File: config.mk
export PLATFORM = sky130hd
export DESIGN_NAME = rom_fetch_ctrl
export DESIGN_NICKNAME = d
export VERILOG_FILES = /design/src/rtl/bip2_fetch_pkg.sv /design/src/rtl/fetch_fifo.sv /design/src/rtl/rom_fetch_ctrl.sv
export SDC_FILE = /design/constraint.sdc
export NUM_CORES = 1
export LEC_CHECK = 0
export ABC_AREA = 1
export CAP_MARGIN = 20
export CORE_UTILIZATION = 41
export CTS_BUF_LIST = sky130_fd_sc_hd__clkbuf_8
export DETAILED_ROUTE_END_ITERATION = 7
export HOLD_SLACK_MARGIN = 0.05
export PLACE_DENSITY = 0.72
export SLEW_MARGIN = 30
export SYNTH_ARGS = -nofsm -noshare
export SYNTH_HDL_FRONTEND = slang
export SYNTH_SLANG_ARGS = --single-unit
File: constraint.sdc
create_clock -name CLK_i -period 3 [get_ports CLK_i]
set_input_delay 0.9 -clock CLK_i [delete_from_list [all_inputs] [get_ports CLK_i]]
set_output_delay 0.9 -clock CLK_i [all_outputs]
set_load 0.1 [all_outputs]
File: src/rtl/bip2_fetch_pkg.sv
// Shared types for the instruction-ROM fetch controller.
// Holds the FSM state enum, prefetch depth and buffer entry layout.
package bip2_fetch_pkg;

   typedef enum logic [1:0] {
      IDLE = 2'd0,
      RUN  = 2'd1,
      HALT = 2'd2
   } state_t;

   localparam int FETCH_DEPTH  = 2;
   localparam int FETCH_ADDR_W = 11;
   localparam int FETCH_DATA_W = 16;

   // Entry layout at the default widths; the controller builds
   // the same {pc, instr} layout at its own parameter widths.
   typedef struct packed {
      logic [FETCH_ADDR_W-1:0] pc;
      logic [FETCH_DATA_W-1:0] instr;
   } fetch_entry_t;

endpackage

File: src/rtl/fetch_fifo.sv
// Two-entry prefetch buffer of {pc, instr} with synchronous flush.
// Ports: clk, rst_n (sync, active-low), flush, push, din, pop,
//        head (oldest entry), valid (non-empty), count (0..2).
module fetch_fifo
   import bip2_fetch_pkg::*;
#(
   parameter type entry_t = fetch_entry_t
) (
   input  logic       clk,
   input  logic       rst_n,
   input  logic       flush,
   input  logic       push,
   input  entry_t     din,
   input  logic       pop,
   output entry_t     head,
   output logic       valid,
   output logic [1:0] count
);

   entry_t mem [FETCH_DEPTH];
   logic   wr_ptr;
   logic   rd_ptr;

   assign head  = mem[rd_ptr];
   assign valid = (count != 2'd0);

   always_ff @(posedge clk) begin
      if (!rst_n) begin
         for (int i = 0; i < FETCH_DEPTH; i++) begin
            mem[i] <= '0;
         end
         wr_ptr <= 1'b0;
         rd_ptr <= 1'b0;
         count  <= 2'd0;
      end else if (flush) begin
         wr_ptr <= 1'b0;
         rd_ptr <= 1'b0;
         count  <= 2'd0;
      end else begin
         if (push) begin
            mem[wr_ptr] <= din;
            wr_ptr      <= ~wr_ptr;
         end
         if (pop) begin
            rd_ptr <= ~rd_ptr;
         end
         case ({push, pop})
            2'b10:   count <= count + 2'd1;
            2'b01:   count <= count - 2'd1;
            default: count <= count;
         endcase
      end
   end

endmodule

File: src/rtl/rom_fetch_ctrl.sv
// Instruction fetch controller: IDLE/RUN/HALT FSM, PC, 2-deep prefetch.
// Ports: CLK_i, RST_n_i (sync, active-low), START_i, HALT_i,
//        BR_VALID_i/BR_ADDR_i (redirect), ADDR_im_o/DATA_im_i (async ROM),
//        INSTR_o/INSTR_PC_o/INSTR_VALID_o/INSTR_READY_i (decoder side),
//        STATE_o. Macro ROM_FETCH_DBG_EN adds DBG_REQ_i, DBG_ADDR_i,
//        DBG_ACK_o, DBG_DATA_o sharing the ROM via round-robin.
module rom_fetch_ctrl
   import bip2_fetch_pkg::*;
#(
   parameter int                ADDR_W   = 11,
   parameter int                DATA_W   = 16,
   parameter logic [ADDR_W-1:0] RESET_PC = '0
) (
   input  logic              CLK_i,
   input  logic              RST_n_i,
   input  logic              START_i,
   input  logic              HALT_i,
   input  logic              BR_VALID_i,
   input  logic [ADDR_W-1:0] BR_ADDR_i,
   output logic [ADDR_W-1:0] ADDR_im_o,
   input  logic [DATA_W-1:0] DATA_im_i,
   output logic [DATA_W-1:0] INSTR_o,
   output logic [ADDR_W-1:0] INSTR_PC_o,
   output logic              INSTR_VALID_o,
   input  logic              INSTR_READY_i,
`ifdef ROM_FETCH_DBG_EN
   input  logic              DBG_REQ_i,
   input  logic [ADDR_W-1:0] DBG_ADDR_i,
   output logic              DBG_ACK_o,
   output logic [DATA_W-1:0] DBG_DATA_o,
`endif
   output logic [1:0]        STATE_o
);

   typedef struct packed {
      logic [ADDR_W-1:0] pc;
      logic [DATA_W-1:0] instr;
   } entry_t;

   state_t            state, state_nxt;
   logic [ADDR_W-1:0] pc, pc_nxt;
   logic              fetch_want;
   logic              fetch;
   logic              pop;
   logic [1:0]        count;
   entry_t            din;
   entry_t            head;

   // Redirect blocks the pop so the flushed head is never consumed.
   assign pop = INSTR_VALID_o && INSTR_READY_i && !BR_VALID_i;

   assign fetch_want = (state == RUN) && !BR_VALID_i &&
                       ((count < 2'(FETCH_DEPTH)) || pop);

`ifdef ROM_FETCH_DBG_EN
   logic dbg_grant;
   logic rr_dbg;

   // rr_dbg marks whose turn it is on contention; debug wins first.
   assign dbg_grant = DBG_REQ_i && (!fetch_want || rr_dbg);
   assign fetch     = fetch_want && !dbg_grant;
   assign ADDR_im_o = dbg_grant ? DBG_ADDR_i : pc;

   always_ff @(posedge CLK_i) begin
      if (!RST_n_i) begin
         rr_dbg     <= 1'b1;
         DBG_ACK_o  <= 1'b0;
         DBG_DATA_o <= '0;
      end else begin
         DBG_ACK_o <= dbg_grant;
         if (dbg_grant) begin
            DBG_DATA_o <= DATA_im_i;
         end
         if (DBG_REQ_i && fetch_want) begin
            rr_dbg <= !dbg_grant;
         end
      end
   end
`else
   assign fetch     = fetch_want;
   assign ADDR_im_o = pc;
`endif

   assign din = {pc, DATA_im_i};

   always_ff @(posedge CLK_i) begin
      if (!RST_n_i) begin
         state <= IDLE;
         pc    <= RESET_PC;
      end else begin
         state <= state_nxt;
         pc    <= pc_nxt;
      end
   end

   always_comb begin
      state_nxt = state;
      pc_nxt    = pc;
      case (state)
         IDLE:    if (!BR_VALID_i && START_i) state_nxt = RUN;
         RUN:     if (!BR_VALID_i && HALT_i) state_nxt = HALT;
         HALT:    if (!BR_VALID_i && START_i && !HALT_i) state_nxt = RUN;
         default: state_nxt = IDLE;
      endcase
      if (BR_VALID_i) begin
         pc_nxt = BR_ADDR_i;
      end else if (fetch) begin
         pc_nxt = pc + ADDR_W'(1);
      end
   end

   fetch_fifo #(
      .entry_t (entry_t)
   ) u_fifo (
      .clk   (CLK_i),
      .rst_n (RST_n_i),
      .flush (BR_VALID_i),
      .push  (fetch),
      .din   (din),
      .pop   (pop),
      .head  (head),
      .valid (INSTR_VALID_o),
      .count (count)
   );

   assign INSTR_o    = head.instr;
   assign INSTR_PC_o = head.pc;
   assign STATE_o    = state;

endmodule
**Word level (Yosys, flattened, before mapping)**

Memories as Yosys holds them, arrays and structs flattened. A register that Yosys moved wholly into a read port is not among the register bits.
Cells that the tools add are included.

- Bitwise logic cells: 3
- Magnitude comparators: 1
- Eq/ne operators: 7
- Reduce and logical (&&, ||, !) cells: 17
- Multiplexer cells: 17
- Add/sub/neg operators: 3

Operators with widths:

| kind | count |
|---|---|
| $mux 27 | 1 |
| $reduce_or 27->1 | 1 |
| $mux 11 | 2 |
| $add 11x1->11 const B | 1 |
| $mux 1 | 9 |
| $logic_and 1x1->1 | 7 |
| $mux 2 | 3 |
| $pmux 2 s3 | 1 |
| $reduce_bool 2->1 | 3 |
| $eq 2x1->1 const B | 2 |
| $eq 2x2->1 const B | 2 |
| $ne 2x2->1 const B | 2 |
| $pmux 2 s2 | 1 |
| $not 1->1 | 3 |
| $reduce_and 3->1 | 1 |
| $add 2x1->2 const B | 1 |
| $logic_not 1->1 | 2 |
| $logic_not 2->1 | 1 |
| $lt 2x2->1 const B | 1 |
| $ne 2x1->1 const B | 1 |
| $reduce_or 2->1 | 1 |
| $sub 2x1->2 const B | 1 |
| $logic_or 1x1->1 | 1 |

- Register bits after elaboration: 17
- Output and inout port bits: 41
- Memories: 1
- Logic and storage cells: 54
- Input port bits: 33
- Memory bits (writable): 54

Memories:

| name | words | bits a word | read ports | clocked after memory_dff | wr ports | RTL line | text |
|---|---|---|---|---|---|---|---|
| u_fifo.mem | 2 | 27 | 1 | 1 | 2 | fetch_fifo.sv:20 | `entry_t mem [FETCH_DEPTH];` |

**Logic depth before layout (Yosys ltp)**

Gate-level depths: netlist (run 1).

- Word-level depth: 11
- Mapped depth: 8
- Depth with buffers taken out: 8

**Modules after synthesis**

A second synthesis (run 1) with hierarchy kept.

- Cell total of the unflattened synthesis: 337
- Area total of the unflattened synthesis: 3,492.1 µm²

Modules (own cells, without submodules):

| module | instances | cells each | area each (µm²) |
|---|---|---|---|
| fetch_fifo | 1 | 204 | 2,623.8 |
| rom_fetch_ctrl | 1 | 133 | 868.3 |

**Worst setup path after synthesis (run 1)**

No wires, ideal clock.

- Path kind: reg-to-reg
- Start: reg state[0] (netlist: STATE_o[0])
- End: mem u_fifo.mem[1][0] (netlist bit) (enable)
- Cell stages (with the launch flop): 8
- Period minus slack after synthesis: 2.820 ns
- Buffers on the path: 1
- Data required time: 2.616 ns
- Slack: 0.180 ns
- Arrival: 2.436 ns
- Cell sequence: dfxtp_1 > inv_1 > nor2_4 > nand3_4 > inv_4 > nand3_4 > buf_2 > nand2_1

RTL lines:

| element | RTL line | text |
|---|---|---|
| start: declaration | rom_fetch_ctrl.sv:40 | `state_t state, state_nxt;` |
| start signal: assignment | rom_fetch_ctrl.sv:91 | `state <= state_nxt;` |
| end: declaration | fetch_fifo.sv:20 |  |

==> implementation parameters, run 1 <==
Parameter                              Value

Run status
  Outcome ... completed

Pwr
  Worst VDD drop ... 0.000266 V
  Power per Cell Area ... between 500 and 600 nW/µm²
  Leakage ... approximately 1.9 nW

Synthesis
  Commonest cells in the netlist ... sky130_fd_sc_hd__nor2_1, sky130_fd_sc_hd__edfxtp_1, sky130_fd_sc_hd__nand2_1
  Mean Syn Cell Area ... 10.1 µm²
  Area of the mapped netlist ... roughly 3300 µm²
  Sequential element share of the synthesized area ... between 50% and 60%
  Cell accounting for the most synthesized area ... sky130_fd_sc_hd__edfxtp_1
  Synthesized-area fraction occupied by xor and xnor cells ... under 10%
  Proportion of synthesized area in mux cells ... 9.13%
  Leading post-synthesis cells by cell area ... sky130_fd_sc_hd__edfxtp_1, sky130_fd_sc_hd__dfxtp_1, sky130_fd_sc_hd__mux2_2
  Distinct cell type count of the synthesized netlist ... 24
  Number of warning messages in the yosys log ... 0
  Number of register bits inferred by synthesis ... 72
  Most frequently used cell type in the post-synthesis netlist ... sky130_fd_sc_hd__nor2_1
  Main flop type after synthesis ... sky130_fd_sc_hd__edfxtp_1
  Post-synth EDFFs ... 54
  Area share of and/or/nand/nor cells after synthesis ... 18.6%
  Nets in the synthesized netlist ... 365
  Arithmetic-cell share of the synthesized area counting full adders, half adders and majority gates ... less than 1%
  Share of the synthesized area in compound gates (AO/OA/AOI/OAI) ... 4.21%
  Area share of the leading cell type in the synthesized netlist ... between 40% and 50%
  Post-synthesis instance total ... 330
  Async SR Flop Fraction ... 0%
  Combinational family with the most area after synthesis ... simple AND/OR/NAND/NOR gates

Critical path
  CP Data Arrival Time ... between 1500 and 2000 ps
  Startpoint of the worst-slack reg-to-reg timing path ... u_fifo.count[1]$_SDFFE_PP0P_
  End of the worst register-to-register path ... u_fifo.count[1]$_SDFFE_PP0P_
  Kind of launch point of the worst setup path ... flip-flop
  Setup slack of the most critical reg-to-reg path ... 1330 ps
  Kind of critical path ... flip-flop to primary output
  Critical Path End Type ... primary output
  Data required time at the worst endpoint ... between 2000 and 2500 ps
  Largest fanout on the critical path ... 27
  Worst Reg2Reg Path Length in Cells ... 8

Timing
  Final period demand of the worst path ... 2480 ps
  Setup repair after global routing missed its margin ... false
  Maximum clock skew at final layout ... approximately 12 ps
  Final hold viol count ... 0
  Setup Total Neg Slack ... 0 ps
  Achievable frequency ... about 400 MHz
  Part of the cycle the worst path needs ... 82.8%
  Worst hold slack after final layout ... 488 ps
  Final Setup Violations ... 0
  Worst max-slew margin expressed relative to the limit ... just over 70%
  Number of pins with negative max-slew slack in the final report ... 0
  Worst-margin pin slew ... ~410 ps

GRT
  Combined global-route utilization of all metal layers ... around 17%
  Overflow after GRT ... 0
  Vias in the first global route ... roughly 2400
  Wire length of the first global-routing pass ... 11200 µm
  Number of antenna violations at the first check in global routing ... 0
  Largest net degree at the start of global routing ... 28

Finish
  Proportion of layout cells with a drive suffix above 1 ... 23.5%
  Layout Nets ... 443
  Utilization of the core after routing ... between 50% and 60%
  Final non-filler cell total ... slightly above 500
  Area overhead of the layout relative to synthesis ... 39.0%
  Total inserted antenna cells ... 0
  Filler cell count ... between 600 and 700
  Final Instance Area ... 4630 µm²

Clock network
  CTS Hold Buffers Added ... 0
  CTS tree ... yes
  Number of setup buffers added after CTS ... 0
  Clock H-tree levels ... 3
  Buffer cell driving the clock tree root ... sky130_fd_sc_hd__clkbuf_8
  Clock latency on the worst-skew pair ... around 340 ps
  Cts repair resizes ... 0
  Clock-pin slew on the worst setup and hold paths ... roughly 80 ps
  Buffer depth of the longest clock path ... 2
  TritonCTS Buffers ... 9
  TritonCTS Sinks ... around 70

Routing
  Vias per std cell ... approximately 4.8
  DRC violation count after routing ... 0
  Final routed wire length divided by cell count ... about 13 µm
  Detail Route Antenna Nets ... 0
  Starting DRC count in detailed routing ... 123
  Total routed wirelength ... between 6000 and 7000 µm
  Number of detailed-route iterations in the first pass ... 5
  Via count of the routed design ... 2487

Worst hold path
  Worst hold path cell count ... 2
  Launch point of the worst hold path ... u_fifo.rd_ptr$_SDFFE_PP0P_
  Worst Hold Class ... flip-flop to flip-flop
  End point of the worst hold path ... u_fifo.rd_ptr$_SDFFE_PP0P_

Run
  Max Cap Viol ... 0

Die
  Effective utilization at floorplan ... 42.7%
  Total core area ... between 7000 and 8000 µm²
  DIE HEIGHT ... just over 90 µm
  Number of top-level design ports ... between 70 and 80
  Die area ... 8490 µm²
  Row Count ... 32
  Overall die width ... between 90 and 100 µm

Placed design
  Final RePlAce weighted congestion ... between 0.8 and 0.9
  Post-placement cell area ... roughly 4400 µm²
  Count of port buffers added during placement ... between 70 and 80
  Sum of net half-perimeters after detailed placement ... ~4600 µm
  Number of placed instances, taps included ... 499
-- area by class of cell --
cell class	instances	area, µm²	share of cell area, %
Clock buffer	9	124	2.67
Clock inverter	7	76.3	1.65
Inverter	43	164	3.54
Multi-Input combinational cell	203	1120	24.2
Sequential cell	72	1980	42.8
Tap cell	102	128	2.76
Timing Repair Buffer	79	1040	22.4
-- worst max-delay path by stage --
stage                                        from  slack [ps]  depth (start not counted)                             end
final                                   flip-flop         520                          3                     INSTR_o[13]
after global routing                    flip-flop         440                          3                   INSTR_PC_o[1]
after CTS                               flip-flop         480                          3                   INSTR_PC_o[2]
after detailed placement            INSTR_READY_i         420                          9    u_fifo.count[1]$_SDFFE_PP0P_
after global placement              INSTR_READY_i         470                          8  u_fifo.mem[0][0]$_SDFFCE_PN0P_
after floorplan           STATE_o[0]$_SDFFE_PN0P_         180                          7  u_fifo.mem[1][0]$_SDFFCE_PN0P_
-- power breakdown --
group	internal (mW)	switching [mW]	total (mW)
clock	0.393	0.386	0.778
combinational	0.172	0.339	0.511
sequential	1.11	0.0243	1.13
total	1.68	0.749	2.42
-- metal layers --
layer  track usage (%)  vias up  wire length [µm]
met4              6.64        0                66
li1                  -     1238                 -
met2              27.4       80              3220
met1              22.6     1164              3070
met5                 0        -                 0
met3              4.39        5               403
-- layout by cell type, fill, tap and decap left out --
cell type / instances
sky130_fd_sc_hd__o21a_1: 1
sky130_fd_sc_hd__mux2_2: 27
sky130_fd_sc_hd__bufinv_16: 1
sky130_fd_sc_hd__nor2_2: 1
sky130_fd_sc_hd__o211ai_1: 1
sky130_fd_sc_hd__or2_2: 1
sky130_fd_sc_hd__clkinv_1: 1
sky130_fd_sc_hd__xor2_1: 3
sky130_fd_sc_hd__nand3_1: 21
sky130_fd_sc_hd__o21ai_0: 8
sky130_fd_sc_hd__nor3_1: 1
sky130_fd_sc_hd__nor2_4: 1
sky130_fd_sc_hd__clkinvlp_4: 1
sky130_fd_sc_hd__inv_2: 1
sky130_fd_sc_hd__nand2_1: 48
sky130_fd_sc_hd__inv_1: 41
sky130_fd_sc_hd__inv_6: 4
sky130_fd_sc_hd__ha_1: 2
sky130_fd_sc_hd__xnor2_1: 1
sky130_fd_sc_hd__clkdlybuf4s50_1: 32
sky130_fd_sc_hd__a21oi_1: 17
sky130_fd_sc_hd__clkbuf_8: 9
sky130_fd_sc_hd__buf_4: 18
sky130_fd_sc_hd__edfxtp_1: 54
sky130_fd_sc_hd__buf_12: 29
sky130_fd_sc_hd__nor2_1: 67
sky130_fd_sc_hd__dfxtp_1: 18
sky130_fd_sc_hd__nand3_4: 3
sky130_fd_sc_hd__inv_4: 1
-- worst max-delay path, stage by stage, from the launching register on --
cell	delay (ps)
sky130_fd_sc_hd__dfxtp_1	310
sky130_fd_sc_hd__buf_4	330
sky130_fd_sc_hd__mux2_2	420
sky130_fd_sc_hd__buf_12	170
-- per-stage QoR --
step / power [mW] / setup WS (ps)
floorplan: 1.48 / 180
global placement: 1.66 / 474
detailed placement: 1.67 / 424
CTS: 2.44 / 482
global route: 2.51 / 438
finish: 2.42 / 517
-- flip-flops by register name (all words and copies together), names as in the netlist, named ones only --
signal and count:
u_fifo.wr_ptr 1, ADDR_im_o 11, STATE_o 2, u_fifo.rd_ptr 1, u_fifo.mem 54, u_fifo.count 2
-- kinds of logic (layout without fill, tap and decap cells) --
| group | count (synthesis) | count (layout) |
|---|---|---|
| xor+xnor | 4 | 4 |
| flops | 72 | 72 |
| fa+ha+maj | 2 | 2 |
| mux | 27 | 27 |
| buf+inv | 55 | 138 |
| compound gates | 27 | 27 |
| simple gates | 143 | 143 |
No activity file was read; power rests on OpenSTA's default activity.
==> run 2, diff against run 1 <==
--- a/config.mk
+++ b/config.mk
@@ -11,7 +11,7 @@
 export CTS_BUF_LIST = sky130_fd_sc_hd__clkbuf_8
 export DETAILED_ROUTE_END_ITERATION = 7
 export HOLD_SLACK_MARGIN = 0.05
-export PLACE_DENSITY = 0.72
+export PLACE_DENSITY = 0.75
 export SLEW_MARGIN = 30
 export SYNTH_ARGS = -nofsm -noshare
 export SYNTH_HDL_FRONTEND = slang
==> constraint.sdc (replaced) <==
create_clock -name CLK_i -period 2.1 [get_ports CLK_i]
set_input_delay 0.63 -clock CLK_i [delete_from_list [all_inputs] [get_ports CLK_i]]
set_output_delay 0.63 -clock CLK_i [all_outputs]
set_load 0.1 [all_outputs]
==> run 2 against run 1 <==
Net effect: combinational power rose by 53%; critical path depth did not move; die area did not move; final cell count rose by 1.9%; register-to-register slack got worse by 870 ps; critical path type unchanged; setup slack got worse by 490 ps; first-iteration DRC count rose by 8.9%; count of clock-buffer cells in the layout did not move.
==> implementation parameters, run 2 (synthesized netlist as in run 1, its figures left out) <==
Parameter                              Value

Placed design
  Post-placement cell area ... about 4700 µm²
  Final RePlAce weighted congestion ... roughly 0.84
  Number of placed instances, taps included ... between 500 and 600
  Sum of net half-perimeters after detailed placement ... roughly 4900 µm
  Count of port buffers added during placement ... 73

Clock network
  CTS tree ... yes
  Number of setup buffers added after CTS ... 0
  TritonCTS Buffers ... 9
  CTS Hold Buffers Added ... 0
  TritonCTS Sinks ... 72
  Clock H-tree levels ... 3
  Clock latency on the worst-skew pair ... 330 ps
  Clock-pin slew on the worst setup and hold paths ... roughly 70 ps
  Buffer cell driving the clock tree root ... sky130_fd_sc_hd__clkbuf_8
  Buffer depth of the longest clock path ... 2

Routing
  Total routed wirelength ... slightly above 7000 µm
  Via count of the routed design ... roughly 2500
  Starting DRC count in detailed routing ... between 100 and 150
  Detail Route Antenna Nets ... 0
  Number of detailed-route iterations in the first pass ... 4
  Final routed wire length divided by cell count ... between 10 and 15 µm
  Vias per std cell ... about 4.8
  DRC violation count after routing ... 0

Pwr
  Power per Cell Area ... about 720 nW/µm²
  Worst VDD drop ... 0.000367 V
  Pwr Total ... 3.58 mW
  Leakage ... around 2.0 nW

Finish
  Highest-count cells in the layout ignoring fill and taps ... sky130_fd_sc_hd__nor2_1, sky130_fd_sc_hd__edfxtp_1, sky130_fd_sc_hd__nand2_1
  Final non-filler cell total ... approximately 530
  Register bank with the most flops ... u_fifo.mem
  Layout Nets ... 453
  Proportion of layout cells with a drive suffix above 1 ... 26.5%
  Utilization of the core after routing ... roughly 63%
  Largest register FFs ... 54
  Final Instance Area ... roughly 4900 µm²
  Most common cell after layout, fill and taps aside ... sky130_fd_sc_hd__nor2_1
  Area overhead of the layout relative to synthesis ... 48.4%
  Total inserted antenna cells ... 0

Timing
  Number of pins with negative max-slew slack in the final report ... 0
  Achievable frequency ... slightly below 500 MHz
  Maximum clock skew at final layout ... between 10 and 15 ps
  Part of the cycle the worst path needs ... 98.9%
  Setup repair after global routing missed its margin ... true
  Worst-margin pin slew ... 346 ps
  Setup Total Neg Slack ... 0 ps
  Worst max-slew margin expressed relative to the limit ... around three quarters
  Final hold viol count ... 0
  Final period demand of the worst path ... ~2100 ps
  Final Setup Violations ... 0

Run
  Max Cap Viol ... 0

Die
  Die area ... 8490 µm²
  Overall die width ... 92.2 µm
  Number of top-level design ports ... 74
  Effective utilization at floorplan ... between 40% and 50%
  Total core area ... roughly 7800 µm²
  DIE HEIGHT ... between 90 and 100 µm
  Row Count ... 32

Critical path
  Setup slack of the most critical reg-to-reg path ... between 400 and 500 ps
  Data required time at the worst endpoint ... around 1500 ps
  Crit-path slowest cell ... sky130_fd_sc_hd__dfxtp_4
  Startpoint of the worst-slack reg-to-reg timing path ... u_fifo.count[1]$_SDFFE_PP0P_
  Largest fanout on the critical path ... 14
  End of the worst register-to-register path ... u_fifo.count[1]$_SDFFE_PP0P_
  Endpoint of the most critical setup path ... INSTR_o[1]
  Worst stage delay on the critical path ... roughly 400 ps
  Cell-by-cell trace of the critical path ... buf_12 -> mux2_2 -> buf_12
  Kind of critical path ... flip-flop to primary output
  Worst Reg2Reg Path Length in Cells ... 8
  WP depth ... 3
  Critical Path End Type ... primary output
  Kind of launch point of the worst setup path ... flip-flop
  Cell class contributing the biggest share of worst-path delay ... flip-flops
  CP Data Arrival Time ... 1450 ps
  CP most frequent cell ... sky130_fd_sc_hd__buf_12
  Number of buffers and inverters on the critical path ... 2

GRT
  Overflow after GRT ... 0
  Combined global-route utilization of all metal layers ... 18.3%
  Layer with the highest usage ... met2
  Vias in the first global route ... approximately 2500
  Wire length of the first global-routing pass ... 12000 µm
  Number of antenna violations at the first check in global routing ... 0
  GR met2 Demand/Resource ... a little under a third
  GRT met1 Usage ... between 20% and 30%
  GRT met3 Usage ... under 10%
  Largest net degree at the start of global routing ... 28

Run status
  Outcome ... completed

Worst hold path
  Worst hold path cell count ... 2
  Launch point of the worst hold path ... u_fifo.rd_ptr$_SDFFE_PP0P_
  Worst Hold Class ... flip-flop to flip-flop
-- run 2: cell types whose count changed in the layout (fill, tap and decap cells not counted), moves of 3 or more --
cell | previous run | this run
sky130_fd_sc_hd__buf_12 | 29 | 44
sky130_fd_sc_hd__buf_4 | 18 | 12
sky130_fd_sc_hd__dfxtp_1 | 18 | 14
sky130_fd_sc_hd__inv_6 | 4 | 1
-- run 2: metrics by stage --
| stage | hold slack, ps | setup slack (ps) |
|---|---|---|
| 2_1_floorplan | 447 | 9.17 |
| 3_3_place_gp | 457 | -77.4 |
| 3_5_place_dp | 471 | -149 |
| 4_1_cts | 484 | 5.21 |
| 5_1_grt | 519 | -10.5 |
| 6_report | 480 | 23.0 |
-- run 2: power by group --
part           switching, mW  internal [mW]  total, mW  leakage, nW
Sequential            0.0436           1.59       1.63        0.710
Combinational          0.490          0.294      0.783         1.18
Clock                  0.510          0.661       1.17        0.112
-- run 2: layout make-up --
type | count | area, µm²
fill | 612 | 2860
sequential | 72 | 1990
timing repair buffer | 89 | 1320
multi-input combinational | 203 | 1130
inverter | 43 | 164
tap | 102 | 128
clock buffer | 9 | 124
clock inverter | 7 | 86.3
-- run 2: worst reg2reg max path, stage by stage, from the launching register on --
cell and delay, ps:
sky130_fd_sc_hd__dfxtp_1 330, sky130_fd_sc_hd__or2_2 340, sky130_fd_sc_hd__nand2_1 100, sky130_fd_sc_hd__nor2_1 50
sky130_fd_sc_hd__ha_1 300, sky130_fd_sc_hd__a21oi_1 110, sky130_fd_sc_hd__o21ai_0 110, sky130_fd_sc_hd__xor2_1 150
sky130_fd_sc_hd__nor2_1 90
-- run 2: timing repair --
| action | 4_1_cts | 5_1_grt |
|---|---|---|
| gates cloned | 1 | 0 |
| resized for setup | 4 | 0 |
| hold endpoints to repair | 0 | 0 |
| setup endpoints to repair | 11 | 13 |
-- run 2: worst min-delay path by stage --
| stage | to | slack (ps) |
|---|---|---|
| final | u_fifo.rd_ptr$_SDFFE_PP0P_ | 480 |
| after global routing | u_fifo.rd_ptr$_SDFFE_PP0P_ | 520 |
| after CTS | u_fifo.rd_ptr$_SDFFE_PP0P_ | 480 |
| after detailed placement | u_fifo.rd_ptr$_SDFFE_PP0P_ | 470 |
| after global placement | u_fifo.rd_ptr$_SDFFE_PP0P_ | 460 |
| after floorplan | flip-flop | 450 |
-- run 2: per-layer routing --
metal	vias to the layer above	wire (µm)
li1	1259	-
met1	1142	3210
met2	88	3460
met3	7	475
met4	0	73
met5	-	0
==> run 3, diff against run 2 <==
--- a/config.mk
+++ b/config.mk
@@ -7,11 +7,13 @@
 export LEC_CHECK = 0
 export ABC_AREA = 1
 export CAP_MARGIN = 20
+export CORE_ASPECT_RATIO = 1.25
 export CORE_UTILIZATION = 41
 export CTS_BUF_LIST = sky130_fd_sc_hd__clkbuf_8
 export DETAILED_ROUTE_END_ITERATION = 7
 export HOLD_SLACK_MARGIN = 0.05
 export PLACE_DENSITY = 0.75
+export SETUP_SLACK_MARGIN = 0.02
 export SLEW_MARGIN = 30
 export SYNTH_ARGS = -nofsm -noshare
 export SYNTH_HDL_FRONTEND = slang
==> run 3 against run 2 <==
Net effect: register-to-register slack got worse by 30 ps; flip-flop and latch count is the same; final cell count decreased by 0.95%; non-clock buffer count rose by 2; sequential power about the same; power shrank 5.7%; core utilization grew 0.19 points; setup slack better by 15 ps; first-iteration DRC count decreased by 2.2%; highest routed layer unchanged; design area rose by 0.68%; fmax up 0.74%; hold slack barely moved.
==> implementation parameters, run 3 (synthesized netlist as in run 1, its figures left out) <==
Parameter                              Value

Timing
  Worst hold slack after final layout ... between 400 and 500 ps
  Final period demand of the worst path ... just over 2000 ps
  Final hold viol count ... 0
  Part of the cycle the worst path needs ... around 100%
  Setup Total Neg Slack ... 0 ps
  Maximum clock skew at final layout ... roughly 8.6 ps
  Number of pins with negative max-slew slack in the final report ... 0
  Worst max-slew margin expressed relative to the limit ... 75.6%
  Worst-margin pin slew ... 366 ps
  Final Setup Violations ... 0
  Setup repair after global routing missed its margin ... true
  Setup ws final ... 38.1 ps
  Achievable frequency ... 485 MHz

Pwr
  Sequential fraction of design power ... between 40% and 50%
  Worst VDD drop ... 0.000382 V
  Leakage ... 2.02 nW
  Part of the power in combinational logic ... a little under a quarter
  Clk pwr share ... 28.0%
  Internal power component ... between 2 and 2.5 mW
  Pwr Total ... ~3.4 mW
  Net switching power ... about 1.1 mW
  Switching part of the total power ... 31.3%
  Power per Cell Area ... 679 nW/µm²

Worst hold path
  Worst Hold Class ... flip-flop to flip-flop
  Worst hold path cell count ... 2
  Launch point of the worst hold path ... u_fifo.rd_ptr$_SDFFE_PP0P_

Finish
  Utilization of the core after routing ... a little under two thirds
  Layout Nets ... 455
  Total inserted antenna cells ... 0
  Register cell area after layout ... about 2000 µm²
  Largest register FFs ... 54
  Filler cell count ... between 600 and 700
  Highest-count cells in the layout ignoring fill and taps ... sky130_fd_sc_hd__nor2_1, sky130_fd_sc_hd__edfxtp_1, sky130_fd_sc_hd__nand2_1, sky130_fd_sc_hd__buf_12, sky130_fd_sc_hd__inv_1
  Final Instance Area ... between 4000 and 5000 µm²
  Register bank with the most flops ... u_fifo.mem
  Area of the multi-input gates ... 1170 µm²
  Most common cell after layout, fill and taps aside ... sky130_fd_sc_hd__nor2_1
  Area overhead of the layout relative to synthesis ... 49.4%
  Final non-filler cell total ... 520
  Proportion of layout cells with a drive suffix above 1 ... between 20% and 30%

Run
  Max Cap Viol ... 0

Clock network
  Clock latency on the worst-skew pair ... between 300 and 400 ps
  CTS tree ... yes
  Clock H-tree levels ... 3
  TritonCTS Sinks ... 72
  Buffer cell driving the clock tree root ... sky130_fd_sc_hd__clkbuf_8
  Clock-pin slew on the worst setup and hold paths ... around 70 ps
  Number of setup buffers added after CTS ... 0
  Buffer depth of the longest clock path ... 2
  CTS Hold Buffers Added ... 0
  TritonCTS Buffers ... 9

Placed design
  Post-placement cell area ... ~4700 µm²
  Count of port buffers added during placement ... 73
  Sum of net half-perimeters after detailed placement ... about 5100 µm
  Worst Setup Slack post-DPL ... -166 ps
  Number of placed instances, taps included ... about 500
  Final RePlAce weighted congestion ... slightly below 0.8

Die
  Die area ... between 8000 and 9000 µm²
  Number of top-level design ports ... 74
  Overall die width ... 82.6 µm
  Total core area ... 7840 µm²
  Row Count ... 36
  Effective utilization at floorplan ... 42.5%
  DIE HEIGHT ... between 100 and 150 µm

Routing
  Total routed wirelength ... a little over 7000 µm
  DRC violation count after routing ... 0
  Number of detailed-route iterations in the first pass ... 4
  Detail Route Antenna Nets ... 0
  Via count of the routed design ... around 2500
  Final routed wire length divided by cell count ... 13.9 µm
  Starting DRC count in detailed routing ... between 100 and 150
  Vias per std cell ... between 4 and 5

Critical path
  Largest fanout on the critical path ... 14
  Critical Path End Type ... primary output
  Kind of launch point of the worst setup path ... flip-flop
  Worst Reg2Reg Path Length in Cells ... 8
  Data required time at the worst endpoint ... ~1500 ps
  Kind of critical path ... flip-flop to primary output
  End of the worst register-to-register path ... u_fifo.count[1]$_SDFFE_PP0P_
  CP Data Arrival Time ... between 1000 and 1500 ps
  Setup slack of the most critical reg-to-reg path ... about 430 ps
  Startpoint of the worst-slack reg-to-reg timing path ... u_fifo.count[1]$_SDFFE_PP0P_

GRT
  GR met2 Demand/Resource ... around a third
  GRT met1 Usage ... between 20% and 30%
  Wire length of the first global-routing pass ... between 10000 and 15000 µm
  Layer with the highest usage ... met2
  Overflow after GRT ... 0
  Vias in the first global route ... about 2500
  GRT met3 Usage ... ~4%
  Number of antenna violations at the first check in global routing ... 0
  Combined global-route utilization of all metal layers ... a little under a fifth
  Largest net degree at the start of global routing ... 28

Run status
  Outcome ... completed
==> run 3: changes by cell type in the layout (fill, tap and decap cells not counted), sizes merged <==
cell      change
clkinv        +1
clkinvlp      +2
bufinv        -2
buf           +2
inv           -1
==> run 3: worst max path at each step <==
stage | startpoint | to | slack (ps)
floorplan | STATE_o[0]$_SDFFE_PN0P_ | u_fifo.mem[1][0]$_SDFFCE_PN0P_ | 80
global placement | INSTR_READY_i | u_fifo.count[1]$_SDFFE_PP0P_ | -80
detailed placement | INSTR_READY_i | u_fifo.count[1]$_SDFFE_PP0P_ | -170
CTS | flip-flop | INSTR_o[3] | 20
global route | flip-flop | INSTR_PC_o[4] | -5
finish | flip-flop | INSTR_PC_o[6] | 40
==> run 3: layer usage <==
layer	wire length [µm]	part of all wire, %
met5	0	0
met4	70	0.97
met3	350	4.8
met2	3830	53
met1	2970	41
==> run 3: what timing repair did <==
action                                 CTS  global route
gates resized for setup                  4            10
cloned                                   1             0
setup endpoints to repair               27            24
endpoints found under the hold margin    0             0
==> run 3: critical path: stages, from the launching register on <==
cell and delay [ps]:
sky130_fd_sc_hd__dfxtp_4 390, sky130_fd_sc_hd__buf_12 160, sky130_fd_sc_hd__mux2_2 370, sky130_fd_sc_hd__buf_12 170
==> run 3: power groups by stage <==
stage / Sequential [mW] / Clock, mW / Combinational, mW
2_1_floorplan: 1.75 / 0 / 0.362
3_3_place_gp: 1.66 / 0 / 0.787
3_5_place_dp: 1.66 / 0 / 0.795
4_1_cts: 1.63 / 0.963 / 0.798
5_1_grt: 1.64 / 1.02 / 0.836
6_report: 1.63 / 0.947 / 0.800
==> run 3: layout make-up <==
cell class / count / area share (%)
Clock inverter: 7 / 1.01
Clock buffer: 9 / 2.49
Tap cell: 95 / 2.39
Timing Repair Buffer: 91 / 27.3
Inverter: 43 / 3.29
Multi-Input combinational cell: 203 / 23.5
Sequential cell: 72 / 40.0
